--- src/rtl/hilo_pkg.sv ---
// Shared definitions for the HI/LO multiply/divide sequencer: op encodings,
// sequencer states and fixed result constants.
package hilo_pkg;

    localparam int HILO_WIDTH = 32;

    localparam logic [2:0] OP_MULT  = 3'd0;
    localparam logic [2:0] OP_MULTU = 3'd1;
    localparam logic [2:0] OP_DIV   = 3'd2;
    localparam logic [2:0] OP_DIVU  = 3'd3;
    localparam logic [2:0] OP_MTHI  = 3'd4;
    localparam logic [2:0] OP_MTLO  = 3'd5;

    // LO value produced by a divide with a zero divisor
    localparam logic [31:0] DIVZERO_LO = 32'hFFFF_FFFF;

    typedef enum logic [1:0] {
        IDLE = 2'd0,
        CALC = 2'd1,
        SIGN = 2'd2,
        WB   = 2'd3
    } state_t;

    function automatic logic is_signed_op(input logic [2:0] op);
        return (op == OP_MULT) || (op == OP_DIV);
    endfunction

endpackage

--- src/rtl/hilo_muldiv_ctrl_muldiv_iter_core.sv ---
// Radix-2 iterative datapath: shift-add multiply and restoring divide on
// unsigned magnitudes, one bit per step_i cycle.
module muldiv_iter_core
    import hilo_pkg::*;
#(
    parameter int WIDTH = HILO_WIDTH
) (
    input  logic             clk,
    input  logic             rst,
    input  logic             load_i,
    input  logic             step_i,
    input  logic             div_mode_i,
    input  logic [WIDTH-1:0] a_i,
    input  logic [WIDTH-1:0] b_i,
    output logic [WIDTH-1:0] hi_o,
    output logic [WIDTH-1:0] lo_o
);

    // hi: product accumulator / partial remainder
    // lo: multiplier shifting out / dividend shifting out, quotient shifting in
    logic [WIDTH-1:0] hi_q, hi_d;
    logic [WIDTH-1:0] lo_q, lo_d;
    logic [WIDTH-1:0] b_q, b_d;

    logic [WIDTH:0]   add_sum;
    logic [WIDTH:0]   shifted;
    logic [WIDTH-1:0] sub_diff;
    logic             sub_ok;

    always_comb begin
        hi_d     = hi_q;
        lo_d     = lo_q;
        b_d      = b_q;
        add_sum  = {1'b0, hi_q} + (lo_q[0] ? {1'b0, b_q} : {(WIDTH+1){1'b0}});
        shifted  = {hi_q, lo_q[WIDTH-1]};
        sub_ok   = shifted >= {1'b0, b_q};
        // when sub_ok the true difference is below b_q, so WIDTH bits suffice
        sub_diff = shifted[WIDTH-1:0] - b_q;

        if (load_i) begin
            hi_d = '0;
            lo_d = a_i;
            b_d  = b_i;
        end else if (step_i) begin
            if (div_mode_i) begin
                hi_d = sub_ok ? sub_diff : shifted[WIDTH-1:0];
                lo_d = {lo_q[WIDTH-2:0], sub_ok};
            end else begin
                hi_d = add_sum[WIDTH:1];
                lo_d = {add_sum[0], lo_q[WIDTH-1:1]};
            end
        end
    end

    always_ff @(posedge clk or posedge rst) begin
        if (rst) begin
            hi_q <= '0;
            lo_q <= '0;
            b_q  <= '0;
        end else begin
            hi_q <= hi_d;
            lo_q <= lo_d;
            b_q  <= b_d;
        end
    end

    assign hi_o = hi_q;
    assign lo_o = lo_q;

endmodule

--- src/rtl/hilo_muldiv_ctrl.sv ---
// HI/LO write sequencer: MULT/MULTU/DIV/DIVU/MTHI/MTLO with registered write pulses.
// Optional HILO_FAST_ZERO_EN: zero-operand multiplies and DIVU with rs<rt finish in one cycle.
module hilo_muldiv_ctrl
    import hilo_pkg::*;
#(
    parameter int WIDTH = HILO_WIDTH,
    parameter int ITERS = WIDTH
) (
    input  logic             clk,
    input  logic             rst,
    input  logic             start,
    input  logic [2:0]       op,
    input  logic [WIDTH-1:0] rs_val,
    input  logic [WIDTH-1:0] rt_val,
    output logic             busy,
    output logic             done,
    output logic [WIDTH-1:0] hi_in,
    output logic [WIDTH-1:0] lo_in,
    output logic             hi_w,
    output logic             lo_w
);

    localparam int CNT_W = (ITERS > 1) ? $clog2(ITERS) : 1;

    state_t           state_q, state_d;
    logic [CNT_W-1:0] cnt_q, cnt_d;
    logic             is_div_q, is_div_d;
    logic             q_neg_q, q_neg_d;
    logic             r_neg_q, r_neg_d;
    logic [WIDTH-1:0] res_hi_q, res_hi_d;
    logic [WIDTH-1:0] res_lo_q, res_lo_d;
    logic             wr_hi_q, wr_hi_d;
    logic             wr_lo_q, wr_lo_d;
    logic             busy_q, busy_d;
    logic             done_q, done_d;
    logic             hi_w_q, hi_w_d;
    logic             lo_w_q, lo_w_d;
    logic [WIDTH-1:0] hi_in_q, hi_in_d;
    logic [WIDTH-1:0] lo_in_q, lo_in_d;

    logic             core_load, core_step;
    logic [WIDTH-1:0] core_hi, core_lo;
    logic [WIDTH-1:0] rs_mag, rt_mag;
    logic             op_signed;
    logic             fast_mul, fast_divu;
    logic [2*WIDTH-1:0] prod_mag, prod_neg;

`ifdef HILO_FAST_ZERO_EN
    assign fast_mul  = (rs_val == '0) || (rt_val == '0);
    assign fast_divu = rs_val < rt_val;
`else
    assign fast_mul  = 1'b0;
    assign fast_divu = 1'b0;
`endif

    assign op_signed = is_signed_op(op);
    assign rs_mag    = (op_signed && rs_val[WIDTH-1]) ? -rs_val : rs_val;
    assign rt_mag    = (op_signed && rt_val[WIDTH-1]) ? -rt_val : rt_val;
    assign prod_mag  = {core_hi, core_lo};
    assign prod_neg  = -prod_mag;

    muldiv_iter_core #(
        .WIDTH (WIDTH)
    ) u_core (
        .clk        (clk),
        .rst        (rst),
        .load_i     (core_load),
        .step_i     (core_step),
        .div_mode_i (is_div_q),
        .a_i        (rs_mag),
        .b_i        (rt_mag),
        .hi_o       (core_hi),
        .lo_o       (core_lo)
    );

    always_comb begin
        state_d   = state_q;
        cnt_d     = cnt_q;
        is_div_d  = is_div_q;
        q_neg_d   = q_neg_q;
        r_neg_d   = r_neg_q;
        res_hi_d  = res_hi_q;
        res_lo_d  = res_lo_q;
        wr_hi_d   = wr_hi_q;
        wr_lo_d   = wr_lo_q;
        busy_d    = (state_q != IDLE);
        done_d    = 1'b0;
        hi_w_d    = 1'b0;
        lo_w_d    = 1'b0;
        hi_in_d   = hi_in_q;
        lo_in_d   = lo_in_q;
        core_load = 1'b0;
        core_step = 1'b0;

        case (state_q)
            IDLE: begin
                // busy_q still covers the WB output cycle after the state returns here
                if (start && !busy_q) begin
                    case (op)
                        OP_MULT, OP_MULTU: begin
                            wr_hi_d = 1'b1;
                            wr_lo_d = 1'b1;
                            if (fast_mul) begin
                                res_hi_d = '0;
                                res_lo_d = '0;
                                state_d  = WB;
                            end else begin
                                core_load = 1'b1;
                                is_div_d  = 1'b0;
                                q_neg_d   = op_signed & (rs_val[WIDTH-1] ^ rt_val[WIDTH-1]);
                                r_neg_d   = 1'b0;
                                cnt_d     = '0;
                                state_d   = CALC;
                            end
                        end
                        OP_DIV, OP_DIVU: begin
                            wr_hi_d = 1'b1;
                            wr_lo_d = 1'b1;
                            if (rt_val == '0) begin
                                res_hi_d = rs_val;
                                res_lo_d = WIDTH'(DIVZERO_LO);
                                state_d  = WB;
                            end else if (op == OP_DIVU && fast_divu) begin
                                res_hi_d = rs_val;
                                res_lo_d = '0;
                                state_d  = WB;
                            end else begin
                                core_load = 1'b1;
                                is_div_d  = 1'b1;
                                q_neg_d   = op_signed & (rs_val[WIDTH-1] ^ rt_val[WIDTH-1]);
                                r_neg_d   = op_signed & rs_val[WIDTH-1];
                                cnt_d     = '0;
                                state_d   = CALC;
                            end
                        end
                        OP_MTHI: begin
                            res_hi_d = rs_val;
                            wr_hi_d  = 1'b1;
                            wr_lo_d  = 1'b0;
                            state_d  = WB;
                        end
                        OP_MTLO: begin
                            res_lo_d = rs_val;
                            wr_hi_d  = 1'b0;
                            wr_lo_d  = 1'b1;
                            state_d  = WB;
                        end
                        default: ;
                    endcase
                end
            end
            CALC: begin
                core_step = 1'b1;
                cnt_d     = cnt_q + 1'b1;
                if (cnt_q == CNT_W'(ITERS - 1)) begin
                    cnt_d   = '0;
                    state_d = SIGN;
                end
            end
            SIGN: begin
                if (is_div_q) begin
                    res_hi_d = r_neg_q ? -core_hi : core_hi;
                    res_lo_d = q_neg_q ? -core_lo : core_lo;
                end else begin
                    {res_hi_d, res_lo_d} = q_neg_q ? prod_neg : prod_mag;
                end
                state_d = WB;
            end
            WB: begin
                done_d  = 1'b1;
                hi_w_d  = wr_hi_q;
                lo_w_d  = wr_lo_q;
                hi_in_d = wr_hi_q ? res_hi_q : hi_in_q;
                lo_in_d = wr_lo_q ? res_lo_q : lo_in_q;
                state_d = IDLE;
            end
            default: state_d = IDLE;
        endcase
    end

    always_ff @(posedge clk or posedge rst) begin
        if (rst) begin
            state_q  <= IDLE;
            cnt_q    <= '0;
            is_div_q <= 1'b0;
            q_neg_q  <= 1'b0;
            r_neg_q  <= 1'b0;
            res_hi_q <= '0;
            res_lo_q <= '0;
            wr_hi_q  <= 1'b0;
            wr_lo_q  <= 1'b0;
            busy_q   <= 1'b0;
            done_q   <= 1'b0;
            hi_w_q   <= 1'b0;
            lo_w_q   <= 1'b0;
            hi_in_q  <= '0;
            lo_in_q  <= '0;
        end else begin
            state_q  <= state_d;
            cnt_q    <= cnt_d;
            is_div_q <= is_div_d;
            q_neg_q  <= q_neg_d;
            r_neg_q  <= r_neg_d;
            res_hi_q <= res_hi_d;
            res_lo_q <= res_lo_d;
            wr_hi_q  <= wr_hi_d;
            wr_lo_q  <= wr_lo_d;
            busy_q   <= busy_d;
            done_q   <= done_d;
            hi_w_q   <= hi_w_d;
            lo_w_q   <= lo_w_d;
            hi_in_q  <= hi_in_d;
            lo_in_q  <= lo_in_d;
        end
    end

    assign busy  = busy_q;
    assign done  = done_q;
    assign hi_w  = hi_w_q;
    assign lo_w  = lo_w_q;
    assign hi_in = hi_in_q;
    assign lo_in = lo_in_q;

endmodule

--- config.mk ---
export PLATFORM = sky130hd
export DESIGN_NAME = hilo_muldiv_ctrl
export DESIGN_NICKNAME = d
export VERILOG_FILES = /design/src/rtl/hilo_pkg.sv /design/src/rtl/hilo_muldiv_ctrl_muldiv_iter_core.sv /design/src/rtl/hilo_muldiv_ctrl.sv
export SDC_FILE = /design/constraint.sdc
export NUM_CORES = 1
export LEC_CHECK = 0
export BUFFER_PORTS_ARGS = -buffer_cell sky130_fd_sc_hd__buf_2
export CAP_MARGIN = 20
export CORE_MARGIN = 2
export CORE_UTILIZATION = 55
export CTS_CLUSTER_SIZE = 28
export DETAILED_ROUTE_END_ITERATION = 7
export PLACE_DENSITY = 0.74
export SYNTH_ARGS = -nofsm -noshare
export SYNTH_HDL_FRONTEND = slang
export SYNTH_HIERARCHICAL = 1
export SYNTH_SLANG_ARGS = --single-unit
--- constraint.sdc ---
create_clock -name clk -period 5.3 [get_ports clk]
set_clock_uncertainty 0.2 [all_clocks]
set_input_delay 0.53 -clock clk [delete_from_list [all_inputs] [get_ports clk]]
set_output_delay 0.53 -clock clk [all_outputs]
set_load 0.02 [all_outputs]
# == Yosys cells after proc, flatten, opt, wreduce, memory -nomap -nowiden ==
# Index checks and enable logic that the tools add are counted.
# classes
n_reduce_logical,29
add_sub_neg,8
muxes,49
order_cmp,1
eq_ne,18
bitwise_logic,3
# ops
op,n
$mux W32,18
$pmux W32 S2,4
$neg A32 Y32,4
$mux W64,1
$neg A64 Y64,1
$add A32 B33 Y33,1
$ge A33 B32 Y1,1
$logic_not A32 Y1,1
$sub A32 B32 Y32,1
$pmux W5 S2,2
$reduce_and A4 Y1,4
$mux W5,3
$reduce_bool A2 Y1,7
$pmux W1 S2,6
$mux W1,10
$reduce_or A5 Y1,2
$ne A3 B1 Y1 const B,3
$reduce_and A3 Y1,3
$pmux W2 S4,1
$eq A3 B2 Y1 const B,2
$eq A3 B3 Y1 const B,2
$mux W2,3
$ne A2 B2 Y1 const B,3
$ne A3 B3 Y1 const B,2
other kinds (16),23
# word_totals
regBits,240
word_cells,126
out_inout_bits,68

# == Depth between registers and ports, before layout ==
# logic_depth
word_depth,6
depth_mapped,16
depth_no_buf,15

# == Modules after synthesis ==
# The synthesis kept the hierarchy.
# by_module_without_submodules
mod,seq_area_each_um2,n_inst,cells_per_inst,area_each_um2
hilo_muldiv_ctrl,3603.5,1,1019,9321.4
muldiv_iter_core,2402.3,1,1028,8205.4

# == Worst setup path before layout ==
# No wires, ideal clock.
# synth_path
kind,reg2reg
startpoint,register u_core.lo_q[0] (netlist: u_core/lo_o[0])
endpoint,register u_core.hi_q[21] (netlist: u_core/hi_o[21])
n_path_buf,1
slack_ns,1.864
setup_ns,0.126
path_stages_with_launch,15
t_arrival_ns,3.110
path_cell_list,dfrtp_1 -> clkbuf_1 -> and2_1 -> ha_1 -> inv_1 -> fa_1 -> nor2b_1 -> o31a_1 -> nor4_2 -> o31ai_1 -> o31ai_1 -> o21ai_0 -> a31oi_1 -> xnor2_1 -> a221o_1
# synth_between
elab_chain_cells,5
# synth_lines
item,line_no,text
from (decl),hilo_muldiv_ctrl_muldiv_iter_core.sv:22,"logic [WIDTH-1:0] lo_q, lo_d;"
from (signal assigned),hilo_muldiv_ctrl_muldiv_iter_core.sv:62,lo_q <= lo_d;
$mux W32,hilo_muldiv_ctrl_muldiv_iter_core.sv:34,"add_sum = {1'b0, hi_q} + (lo_q[0] ? {1'b0, b_q} : {(WIDTH+1){1'b0}});"
$add A32 B33 Y33,hilo_muldiv_ctrl_muldiv_iter_core.sv:34,
$mux W32,hilo_muldiv_ctrl_muldiv_iter_core.sv:45,if (div_mode_i) begin
$mux W32,hilo_muldiv_ctrl_muldiv_iter_core.sv:44,end else if (step_i) begin
$mux W32,hilo_muldiv_ctrl_muldiv_iter_core.sv:40,if (load_i) begin
to (signal assigned),hilo_muldiv_ctrl_muldiv_iter_core.sv:61,hi_q <= hi_d;
to (decl),hilo_muldiv_ctrl_muldiv_iter_core.sv:21,"logic [WIDTH-1:0] hi_q, hi_d;"
# No other way between the ends. The select of a mux whose other input is x is not followed.
# A chain may end at the register's enable or synchronous reset.

# == Worst setup path in the final report ==
# layout_path
startpoint,register u_core.lo_q[0] (netlist: u_core/lo_o[0])
endpoint,register u_core.hi_q[29] (netlist: u_core/hi_o[29])
# Same word-level chain as after synthesis.

==> results.tsv <==
stage	metric	value	unit
status	status	finished, final reports clean	
yosys	yosysSeqAreaShare	34.3	%
finish	final_common_cell	dfrtp_1	
floorplanning	die_w	183	um
timing	slew_viol_final	0	
routing	viasPerCell	6.34	
finish	area_growth	11.6	%
clocking	numCtsBuffers	26	
yosys	syn_inst	2047	
setup_path	required	5510	ps
routing	antenna_left	0	
finish	finalNetCount	2289	
floorplanning	die_h	183	um
floorplanning	ios	138	
clocking	htree_levels	1	
timing	tightest_slew	1020	ps
timing	hold_violations	0	
yosys	ys_async_sr_fraction	100	%
worst_hold_path	whs_endpoint	u_core/b_q[0]	
clocking	root_buffer	clkbuf_16	
place	gp_congestion	0.963	
place	dp_slack	785	ps
routing	first_iter_violations	1522	
pwr	cellPowerDensity	699	nW/um2
finish	fillCellCount	2751	
yosys	synth_enable_flop_cells	0	
setup_path	reg2reg_slack	1100	ps
global_routing	grt-ovfl-total	0	
clocking	ctsHoldBuffers	1	
clocking	clk_latency	550	ps
setup_path	path_max_fanout	29	
floorplanning	core	31500	um2
yosys	yosys_warnings	6	
setup_path	r2r_cells	15	
clocking	cts_tree	yes	
place	placed_area	18600	um2
setup_path	end_kind	flip-flop	
worst_hold_path	min_from	rt_val[0]	
setup_path	r2r-start	u_core/lo_o[0]	
routing	via_count	16300	
finish	final_cells	2562	
yosys	avgSynthCellArea	8.56	um2
pwr	p_leak	0.00825	uW
finish	layout_common_cells	dfrtp_1, nand2_1, a21oi_1	
floorplanning	die_area	33300	um2
routing	dr.pass1.iters	5	
finish	final_area	19600	um2
job	cap_violations	0	
place	hpwl	41.7	mm
clocking	clk_path_buf_depth	3	
routing	routedWlPerCell	21.6	um
clocking	cts_num_sinks	240	
finish	layout-drive-gt1-share	15.2	%
yosys	synth_nets	2197	
worst_hold_path	hold_path_depth	2	
timing	setup_violations	0	
timing	max_slew_margin	31.7	%
timing	setup_slack	1100	ps
clocking	cts_setup_buffers	0	
timing	worst_hold_slack	89.8	ps
yosys	synth.area.top_cells	dfrtp_1, ha_1, a21oi_1	
worst_hold_path	hold_class	in -> reg	
timing	rsz0062_at_grt	false	
place	place_inst	2512	
clocking	cts-resized-gates	0	
timing	fin_crit_sh	79.2	%
global_routing	grt_pass1_vias	15600	
routing	drc_errors	0	
timing	min_period	4200	ps
yosys	ys_ff_latch	240	
clocking	clk_pin_slew	60	ps
yosys	synthesis.area	17500	um2
floorplanning	row_count	65	
global_routing	grt_pass1_wl	86.2	mm
setup_path	worstSetupPathType	reg -> reg	
yosys	synth_cell_types	90	
routing	wl	55.3	mm
yosys	yosysTopAreaCell	dfrtp_1	
global_routing	antenna_found_initial	1	
global_routing	grt_max_degree	113	
timing	tns	0	ps
setup_path	startpoint_type	flip-flop	
timing	max_freq	0.238	GHz
setup_path	r2r-end	u_core/hi_o[29]	
global_routing	grtUsageTotal	32.8	%
yosys	synth_top_area_share	34.3	%
floorplanning	initial_core_util	55.7	%
yosys	ys.flop_type	dfrtp_1	
pwr	vdd_ir_drop_max	295	uV
place	io_buffers	137	
setup_path	crit_arrival	4410	ps
==> logic make-up after synthesis <==
logic type	after synthesis	synth area share, %
compound gates	610	21.7
xor+xnor	167	8.35
fa+ha+maj	80	5.80
buf+inv	181	4.00
flops	240	34.3
mux	133	8.18
simple gates	636	17.7
==> how the worst max path moves through the flow <==
stage                              start         endpoint  slack (ps)  cells after the start
after floorplan                      rst             busy         700                      1
after global placement         rt_val[0]  u_core/hi_o[30]         930                     16
after detailed placement       rt_val[1]  u_core/hi_o[30]         780                     16
after CTS                 u_core/lo_o[0]  u_core/hi_o[29]        1090                     15
after global routing      u_core/lo_o[0]  u_core/hi_o[29]         870                     15
final                     u_core/lo_o[0]  u_core/hi_o[29]        1100                     15
==> cell type report <==
class	instances	area (um2)	area share [%]
inverter	79	304	1.55
timing repair buffer	166	906	4.63
antenna	1	2.50	0.0128
tap	402	503	2.57
clock buffer	35	736	3.76
clock inverter	13	255	1.30
sequential	240	6010	30.7
multi-input combinational	1626	10900	55.5
==> synth_stat cells, types with 9 or more instances <==
master,number
a211oi_1,18
a21o_1,36
a21oi_1,185
a31oi_1,29
and2_1,41
and3_1,13
buf_1,11
buf_2,9
clkbuf_1,80
dfrtp_1,240
ha_1,78
inv_1,76
mux2_2,82
mux2i_1,51
nand2_1,192
nand2b_1,19
nand3_1,34
nand4_1,21
nor2_1,174
nor2b_1,14
nor3_1,40
nor3b_1,10
nor4_1,24
o21ai_0,157
o21ai_1,21
o21bai_1,9
o22ai_1,27
o31ai_1,27
o41ai_1,13
or3_1,14
xnor2_1,105
xor2_1,62
==> per-stage QoR <==
step | total power, uW | util [%]
after floorplan | 9170 | -
after global placement | 11200 | 59.0
after detailed placement | 11400 | 59.0
after CTS | 13500 | 62.2
after global routing | 14600 | 62.2
final | 13700 | 62.2
==> power by group <==
part,internal [uW],total [uW],switching (uW)
clock network,1320,2110,790
registers,2640,3610,976
logic,3190,7950,4760
total,7150,13700,6520
==> metal layers <==
metal / vias up / GRT usage [%] / routed length, um
li1: 7576 / - / -
met2: 731 / 54.8 / 25900
met3: 141 / 4.57 / 4070
met1: 7805 / 42.3 / 22700
met4: 0 / 15.1 / 2630
met5: - / 0 / 0
==> critical path: stages, from the launching register on <==
cell and delay (ps):
dfrtp_1 660, and2_1 320, ha_1 190, inv_1 70, fa_1 210, nor2b_1 80
o31a_1 290, nor4_2 200, o31ai_1 120, buf_4 160, o311ai_1 480, a21oi_1 140
o22a_1 250, a311o_1 370, a32oi_1 180, o21ai_0 120
==> state kept, by name (all words and copies together) (netlist names) <==
| signal | count |
|---|---|
| r_neg_q | 1 |
| wr_lo_q | 1 |
| res_lo_q | 32 |
| lo_in | 32 |
| busy | 1 |
| done | 1 |
| res_hi_q | 32 |
| u_core/lo_o | 32 |
| state_q | 2 |
| cnt_q | 5 |
| hi_w | 1 |
| lo_w | 1 |
| u_core/b_q | 32 |
| q_neg_q | 1 |
| wr_hi_q | 1 |
| is_div_q | 1 |
| u_core/hi_o | 32 |
| hi_in | 32 |
Note: power is estimated with default switching activity, not from simulation.
